## src/rtl/seven_seg_pkg.sv

```systemverilog
// ---------------------------------------------------------------------------
// seven_seg_pkg
//   Shared constants and helpers for the seven-segment scan driver.
//   Glyphs are active-high, packed as {a,b,c,d,e,f,g}: bit 6 = a, bit 0 = g.
// ---------------------------------------------------------------------------
package seven_seg_pkg;

  // Decimal glyphs
  localparam logic [6:0] GLYPH_0     = 7'b1111110; // abcdef
  localparam logic [6:0] GLYPH_1     = 7'b0110000; // bc
  localparam logic [6:0] GLYPH_2     = 7'b1101101; // abdeg
  localparam logic [6:0] GLYPH_3     = 7'b1111001; // abcdg
  localparam logic [6:0] GLYPH_4     = 7'b0110011; // bcfg
  localparam logic [6:0] GLYPH_5     = 7'b1011011; // acdfg
  localparam logic [6:0] GLYPH_6     = 7'b1011111; // acdefg
  localparam logic [6:0] GLYPH_7     = 7'b1110000; // abc
  localparam logic [6:0] GLYPH_8     = 7'b1111111; // abcdefg
  localparam logic [6:0] GLYPH_9     = 7'b1111011; // abcdfg

  // Hex-only glyphs
  localparam logic [6:0] GLYPH_A     = 7'b1110111; // abcefg
  localparam logic [6:0] GLYPH_B     = 7'b0011111; // cdefg  (lower-case b)
  localparam logic [6:0] GLYPH_C     = 7'b1001110; // adef
  localparam logic [6:0] GLYPH_D     = 7'b0111101; // bcdeg  (lower-case d)
  localparam logic [6:0] GLYPH_E     = 7'b1001111; // adefg
  localparam logic [6:0] GLYPH_F     = 7'b1000111; // aefg

  localparam logic [6:0] GLYPH_BLANK = 7'b0000000;

  // Width of the digit index register. A single-digit display still needs
  // one bit so that the index register has a legal, non-zero width.
  function automatic int idx_width(input int digits);
    int w;
    w = $clog2(digits);
    return (w < 1) ? 1 : w;
  endfunction

endpackage : seven_seg_pkg

```

## src/rtl/seven_seg_glyph.sv

```systemverilog
// ---------------------------------------------------------------------------
// seven_seg_glyph
//   Combinational nibble-to-segment decoder (active-high {a..g}).
//   Ports:
//     nibble_i   [3:0]  code to display
//     hex_mode_i        1 = codes 10-15 render A,b,C,d,E,F; 0 = render blank
//     seg_o      [6:0]  segment pattern, seg_o[6] = a ... seg_o[0] = g
// ---------------------------------------------------------------------------
module seven_seg_glyph
  import seven_seg_pkg::*;
(
  input  logic [3:0] nibble_i,
  input  logic       hex_mode_i,
  output logic [6:0] seg_o
);

  always_comb begin
    seg_o = GLYPH_BLANK;
    case (nibble_i)
      4'h0: seg_o = GLYPH_0;
      4'h1: seg_o = GLYPH_1;
      4'h2: seg_o = GLYPH_2;
      4'h3: seg_o = GLYPH_3;
      4'h4: seg_o = GLYPH_4;
      4'h5: seg_o = GLYPH_5;
      4'h6: seg_o = GLYPH_6;
      4'h7: seg_o = GLYPH_7;
      4'h8: seg_o = GLYPH_8;
      4'h9: seg_o = GLYPH_9;
      // BCD mode treats 10-15 as invalid codes and shows nothing.
      4'hA: seg_o = hex_mode_i ? GLYPH_A : GLYPH_BLANK;
      4'hB: seg_o = hex_mode_i ? GLYPH_B : GLYPH_BLANK;
      4'hC: seg_o = hex_mode_i ? GLYPH_C : GLYPH_BLANK;
      4'hD: seg_o = hex_mode_i ? GLYPH_D : GLYPH_BLANK;
      4'hE: seg_o = hex_mode_i ? GLYPH_E : GLYPH_BLANK;
      4'hF: seg_o = hex_mode_i ? GLYPH_F : GLYPH_BLANK;
      default: seg_o = GLYPH_BLANK;
    endcase
  end

endmodule : seven_seg_glyph

```

## src/rtl/seven_seg_scan_driver.sv

```systemverilog
// ---------------------------------------------------------------------------
// seven_seg_scan_driver
//   Time-multiplexed DIGITS-digit seven-segment driver. A packed value is
//   captured into a shadow register on load and moved into the display
//   register only at a frame boundary, so a frame is never torn.
//
//   Ports:
//     clk, rst_n          clock, asynchronous active-low reset
//     enable              1 = scan; 0 = all digits dark, counters hold
//     load                one-cycle strobe capturing value and dp_in
//     value [4*DIGITS-1:0] packed nibbles, digit 0 in bits [3:0]
//     dp_in [DIGITS-1:0]  decimal point per digit
//     hex_mode            1 = 0-F glyphs; 0 = BCD, 10-15 blank
//     blank_lz            1 = suppress leading zeros (digit 0 never blanked)
//     seg [6:0]           segments {a..g} of the active digit (pin polarity)
//     dp                  decimal point of the active digit (pin polarity)
//     an [DIGITS-1:0]     one-hot digit enable (pin polarity)
//     frame_done          high during the tick that scans the last digit
//
//   Handshake: load is a plain strobe with no backpressure; every cycle it is
//   high the inputs are captured, and the most recent capture before a frame
//   boundary is the one displayed in the next frame.
// ---------------------------------------------------------------------------
module seven_seg_scan_driver
  import seven_seg_pkg::*;
#(
  parameter int DIGITS         = 4,
  parameter int DIV            = 100000,
  parameter int SEG_ACTIVE_LOW = 1,
  parameter int AN_ACTIVE_LOW  = 1
) (
  input  logic                  clk,
  input  logic                  rst_n,
  input  logic                  enable,
  input  logic                  load,
  input  logic [4*DIGITS-1:0]   value,
  input  logic [DIGITS-1:0]     dp_in,
  input  logic                  hex_mode,
  input  logic                  blank_lz,
  output logic [6:0]            seg,
  output logic                  dp,
  output logic [DIGITS-1:0]     an,
  output logic                  frame_done
);

  localparam int IW = idx_width(DIGITS);
  localparam int PW = (DIV > 2) ? $clog2(DIV) : 1;

  localparam logic [PW-1:0] PRE_LAST = PW'(DIV - 1);
  localparam logic [IW-1:0] IDX_LAST = IW'(DIGITS - 1);

  localparam bit SEG_INV = (SEG_ACTIVE_LOW != 0);
  localparam bit AN_INV  = (AN_ACTIVE_LOW != 0);

  // -------------------------------------------------------------------------
  // State
  // -------------------------------------------------------------------------
  logic [PW-1:0]          pre_q,        pre_d;
  logic [IW-1:0]          idx_q,        idx_d;
  logic [4*DIGITS-1:0]    shadow_val_q, shadow_val_d;
  logic [DIGITS-1:0]      shadow_dp_q,  shadow_dp_d;
  logic [4*DIGITS-1:0]    disp_val_q,   disp_val_d;
  logic [DIGITS-1:0]      disp_dp_q,    disp_dp_d;
  logic                   pending_q,    pending_d;

  // Registered outputs, active-high internally.
  logic [6:0]             seg_q,        seg_d;
  logic                   dp_q,         dp_d;
  logic [DIGITS-1:0]      an_q,         an_d;

  // -------------------------------------------------------------------------
  // Scan timing
  // -------------------------------------------------------------------------
  logic tick;
  logic frame_end;

  assign tick      = enable && (pre_q == PRE_LAST);
  assign frame_end = tick && (idx_q == IDX_LAST);

  // -------------------------------------------------------------------------
  // Digit selection from the display register
  // -------------------------------------------------------------------------
  logic [3:0]        cur_nibble;
  logic              cur_dp;
  logic              cur_lz;
  logic [DIGITS-1:0] cur_onehot;
  logic [DIGITS-1:0] lz_blank;
  logic              zero_run;
  logic [6:0]        glyph_seg;

  // lz_blank[i] is set when nibbles i..DIGITS-1 are all zero; walking from
  // the top digit down keeps a running "everything above is zero" flag.
  always_comb begin
    zero_run = 1'b1;
    lz_blank = '0;
    for (int i = DIGITS - 1; i >= 0; i--) begin
      zero_run = zero_run & (disp_val_q[4*i +: 4] == 4'd0);
      if (i > 0) begin
        lz_blank[i] = zero_run;
      end
    end
  end

  always_comb begin
    cur_nibble = 4'd0;
    cur_dp     = 1'b0;
    cur_lz     = 1'b0;
    cur_onehot = '0;
    for (int i = 0; i < DIGITS; i++) begin
      if (idx_q == IW'(i)) begin
        cur_nibble    = disp_val_q[4*i +: 4];
        cur_dp        = disp_dp_q[i];
        cur_lz        = lz_blank[i];
        cur_onehot[i] = 1'b1;
      end
    end
  end

  seven_seg_glyph u_glyph (
    .nibble_i   (cur_nibble),
    .hex_mode_i (hex_mode),
    .seg_o      (glyph_seg)
  );

  // -------------------------------------------------------------------------
  // Next-state logic
  // -------------------------------------------------------------------------
  always_comb begin
    // Prescaler and digit index only advance while scanning.
    pre_d = pre_q;
    if (enable) begin
      pre_d = tick ? '0 : pre_q + PW'(1);
    end

    idx_d = idx_q;
    if (tick) begin
      idx_d = (idx_q == IDX_LAST) ? '0 : idx_q + IW'(1);
    end

    // Shadow capture is unconditional on load, even while disabled.
    shadow_val_d = shadow_val_q;
    shadow_dp_d  = shadow_dp_q;
    if (load) begin
      shadow_val_d = value;
      shadow_dp_d  = dp_in;
    end

    // Display only changes at a frame boundary. A load landing on that
    // boundary bypasses the shadow so it is not delayed by a whole frame.
    disp_val_d = disp_val_q;
    disp_dp_d  = disp_dp_q;
    pending_d  = pending_q;
    if (frame_end) begin
      if (load) begin
        disp_val_d = value;
        disp_dp_d  = dp_in;
      end else if (pending_q) begin
        disp_val_d = shadow_val_q;
        disp_dp_d  = shadow_dp_q;
      end
      pending_d = 1'b0;
    end else if (load) begin
      pending_d = 1'b1;
    end

    // Output registers: dark while disabled, refreshed on each tick,
    // otherwise held so the active digit is stable for the whole slot.
    seg_d = seg_q;
    dp_d  = dp_q;
    an_d  = an_q;
    if (!enable) begin
      seg_d = GLYPH_BLANK;
      dp_d  = 1'b0;
      an_d  = '0;
    end else if (tick) begin
      if (blank_lz && cur_lz) begin
        seg_d = GLYPH_BLANK;
        dp_d  = 1'b0;
        an_d  = '0;
      end else begin
        seg_d = glyph_seg;
        dp_d  = cur_dp;
        an_d  = cur_onehot;
      end
    end
  end

  // -------------------------------------------------------------------------
  // Registers
  // -------------------------------------------------------------------------
  always_ff @(posedge clk or negedge rst_n) begin
    if (!rst_n) begin
      pre_q        <= '0;
      idx_q        <= '0;
      shadow_val_q <= '0;
      shadow_dp_q  <= '0;
      disp_val_q   <= '0;
      disp_dp_q    <= '0;
      pending_q    <= 1'b0;
      seg_q        <= GLYPH_BLANK;
      dp_q         <= 1'b0;
      an_q         <= '0;
    end else begin
      pre_q        <= pre_d;
      idx_q        <= idx_d;
      shadow_val_q <= shadow_val_d;
      shadow_dp_q  <= shadow_dp_d;
      disp_val_q   <= disp_val_d;
      disp_dp_q    <= disp_dp_d;
      pending_q    <= pending_d;
      seg_q        <= seg_d;
      dp_q         <= dp_d;
      an_q         <= an_d;
    end
  end

  // -------------------------------------------------------------------------
  // Pins: polarity is applied after the register so reset drives every
  // pin to its inactive level regardless of polarity.
  // -------------------------------------------------------------------------
  assign seg        = SEG_INV ? ~seg_q : seg_q;
  assign dp         = SEG_INV ? ~dp_q  : dp_q;
  assign an         = AN_INV  ? ~an_q  : an_q;
  assign frame_done = frame_end;

endmodule : seven_seg_scan_driver
```

## config.mk

```make
export PLATFORM = sky130hd
export DESIGN_NAME = seven_seg_scan_driver
export DESIGN_NICKNAME = d
export VERILOG_FILES = /design/src/rtl/seven_seg_pkg.sv /design/src/rtl/seven_seg_glyph.sv /design/src/rtl/seven_seg_scan_driver.sv
export SDC_FILE = /design/constraint.sdc
export NUM_CORES = 1
export LEC_CHECK = 0
export CORE_MARGIN = 10
export CORE_UTILIZATION = 55
export CTS_CLUSTER_SIZE = 24
export DETAILED_ROUTE_END_ITERATION = 10
export PLACE_DENSITY = 0.78
export RECOVER_POWER = 50
export SETUP_SLACK_MARGIN = 0.3
export SLEW_MARGIN = 30
export SYNTH_ARGS = -nofsm -noshare
export SYNTH_HDL_FRONTEND = slang
export SYNTH_SLANG_ARGS = --single-unit
```

## constraint.sdc

```tcl
create_clock -name clk -period 3.2 [get_ports clk]
set_clock_uncertainty 0.05 [all_clocks]
set_input_delay 0.48 -clock clk [delete_from_list [all_inputs] [get_ports clk]]
set_output_delay 0.48 -clock clk [all_outputs]
set_load 0.02 [all_outputs]
```

==> metrics.txt <==
reg2reg end=seg_q[5]; family with the most delay on the worst path=simple AND/OR/NAND/NOR gates; Reg2Reg Launch Point=idx_q[0]; buffer count from post-CTS setup fixing=0; Final Critical Period=2.77 ns; share of layout cells above drive strength 1=19.6%; Ys Warns=0; total wire length=7350 µm; Worst Setup Start Kind=register; largest net degree at the start of global routing=73; r2r worst-path depth=8; Req. time, crit path=2.67 ns; initial core utilization=57.8%; CTS tree=yes; All-Layer GR Usage=15.4%; Worst Setup SP=pre_q[13]; sequential-to-total area share from yosys stat=51.7%; Worst R2R Setup Slack=0.49 ns; Main synth FF type=dfrtp_1; DIE HEIGHT=99.6 µm; GPL Wtd Cong=0.903; Max IR drop VDD=0.000377 V; count of final hold-check violations=0; NumNets Final=375; TNS Setup=0 ns; leak pwr=0.00188 µW; Worst Path Max Fanout=4; first-pass GRT wire length=12400 µm; final count of negative-setup-slack endpoints=0; Reg clk slew, reported paths=0.07 ns; cells along the critical path=or4b_1 -> nor3_1 -> and2b_1 -> and2_4 -> dlygate4sd2_1; io pins=39; # resized after CTS=1; FF+latch area=1800 µm²; Internal=1370 µW; Slew Viols, Final=73; Max Freq=361 MHz; CP max-delay cell=or4b_1; Post-synth EDFFs=0; vias=2431; DR WL/cell=17.4 µm; top post-synthesis cells by area=dfrtp_1, mux2_4, mux2_2; switching share of power=25.9%; RSZ-0062 raised after global routing=no; initial antenna violation count=0; area of the multi-input gates=1550 µm²; worst path buffer plus inverter count=1; Floorplan Core Area=6030 µm²; port bufs=38; Num CTS Buffers=9; Flop pwr share=56.4%; asr flop ratio synth=100%; drt pass-1 iters=4; number of unique standard cell types used by synthesis=52; Diodes inserted=0; synthesized cell area=3480 µm²; placement row count=28; root buf cell=clkbuf_8; Crit. End Element=output port; Clock power frac=33.4%; post-route ant nets=0; Via density=5.76; arrival time worst endpoint=2.24 ns; final core utilization=68.3%; Remaining DRCs=0; #FFs+latches synth=72; Clock Tree Buf Depth=2; Synth Net Count=330; area share of the largest cell type after synthesis=51.7%; outcome=finished with violations; worst skew pair latency=0.34 ns; Hold-fix buffers, CTS=0; Die X=99.6 µm; Area Overhead vs Synth=18.1%; worst setup path endpoint=frame_done; Mean Syn Cell Area=11.7 µm²; Critical Path Max Stage Delay=0.54 ns; H-tree depth=3; global route overflow=0; critical path depth=5; slew of the pin with the lowest slew margin=1.74 ns; pwr dens=448 nW/µm²; switching power=476 µW; HP Start=seg_q[3]; Final HPWL DP=5400 µm; library cell with the largest summed area after synthesis=dfrtp_1; Crit Path Category=register to output port; Logic pwr share=10.3%; Final Cycle Share=86.7%; most common cell after layout, fill and taps aside=dfrtp_1; Filler cells=478; failing checks=capacitance limit, slew limit; max_slew headroom=-16.3%; CTS Sinks=72; Cells after Synth=299; die area=9920 µm²; Hold Crit Class=register to register; vias in the first global route=2500; MaxCap Viol Count=1; initial drt markers=144; commonest non-fill, non-tap cells in the layout=dfrtp_1, clkdlybuf4s50_1, nor2_1
[cell type report]
cell class | instances | area share [%]
Clock buffer | 11 | 3.44
Clock inverter | 3 | 0.486
Inverter | 17 | 1.55
Multi-Input combinational cell | 198 | 37.8
Sequential cell | 72 | 43.8
Tap cell | 75 | 2.28
Timing Repair Buffer | 46 | 10.7
[registers in the layout, indices dropped and copies added (netlist names)]
register,count
an_q,4
idx_q,2
disp_dp_q,4
pending_q,1
dp_q,1
seg_q,7
shadow_val_q,16
disp_val_q,16
pre_q,17
shadow_dp_q,4
[layer usage]
metal	GRT usage, %	up-vias	share of wire [%]
met3	4.01	10	5.5
met5	0	-	0
met4	6.73	0	1.8
met1	20.4	1187	48
li1	-	1161	-
met2	23.0	73	45
[cell families (layout without fill, tap and decap cells)]
family	count (synthesis)	in the layout	share of synthesized area, %
buf+inv	29	77	3.70
mux	42	42	15.7
xor+xnor	14	14	3.52
compound gates	53	53	11.2
fa+ha+maj	6	6	2.08
flops	72	72	51.7
simple gates	83	83	12.1
[worst register-to-register path: cells and delay by family, from the launching register on]
family                   cells  cell delay [ns]
adder cells (fa/ha/maj)      1             0.30
AO/OA/AOI/OAI                3             1.03
buffers and inverters        1             0.09
XOR/XNOR                     1             0.18
flip-flops                   1             0.38
AND/OR/NAND/NOR              2             0.59
[how the worst min path moves through the flow]
stage	end	slack, ns	cells past startpoint
floorplan	an_q[0]	0.13	0
global placement	seg_q[3]	0.41	2
detailed placement	seg_q[0]	0.42	2
CTS	shadow_val_q[2]	0.33	2
global route	shadow_dp_q[1]	0.47	1
finish	seg_q[3]	0.43	2
[power by group through the flow]
stage	sequential, µW	combinational, µW	clock, µW
after floorplan	1030	117	0
after global placement	1050	183	0
after detailed placement	1050	195	0
after CTS	1040	194	625
after global routing	1050	214	668
final	1040	189	615
[Yosys cell counts, types with 2 or more instances]
cell,instances
inv_1,17
buf_2,4
xnor2_1,8
a21oi_1,7
clkbuf_1,3
o22ai_1,5
dfrtp_1,72
ha_1,5
mux2_4,20
nor2_1,21
nor4_1,2
nor3_1,2
or2_2,3
xor2_1,6
and2_1,3
a211oi_1,2
a31oi_1,2
and3_1,4
a221o_1,5
mux2_2,21
o31ai_1,2
nand4_1,6
o2111ai_1,2
buf_6,2
nand3_1,12
o21ai_0,8
nand2_1,18
a221oi_1,2
a22o_1,9
nor3b_1,2
buf_1,3
[through the flow]
stage	hold WS [ns]	setup slack, ns	power (µW)	cell area [µm²]	instances
after floorplan	0.134	0.756	1150	3480	299
after global placement	0.414	0.344	1230	3960	408
after detailed placement	0.423	0.304	1250	3960	408
after CTS	0.330	0.407	1860	4120	422
after global routing	0.466	0.305	1930	4120	422
final	0.432	0.427	1840	4120	422
No activity file was read; power rests on OpenSTA's default activity.
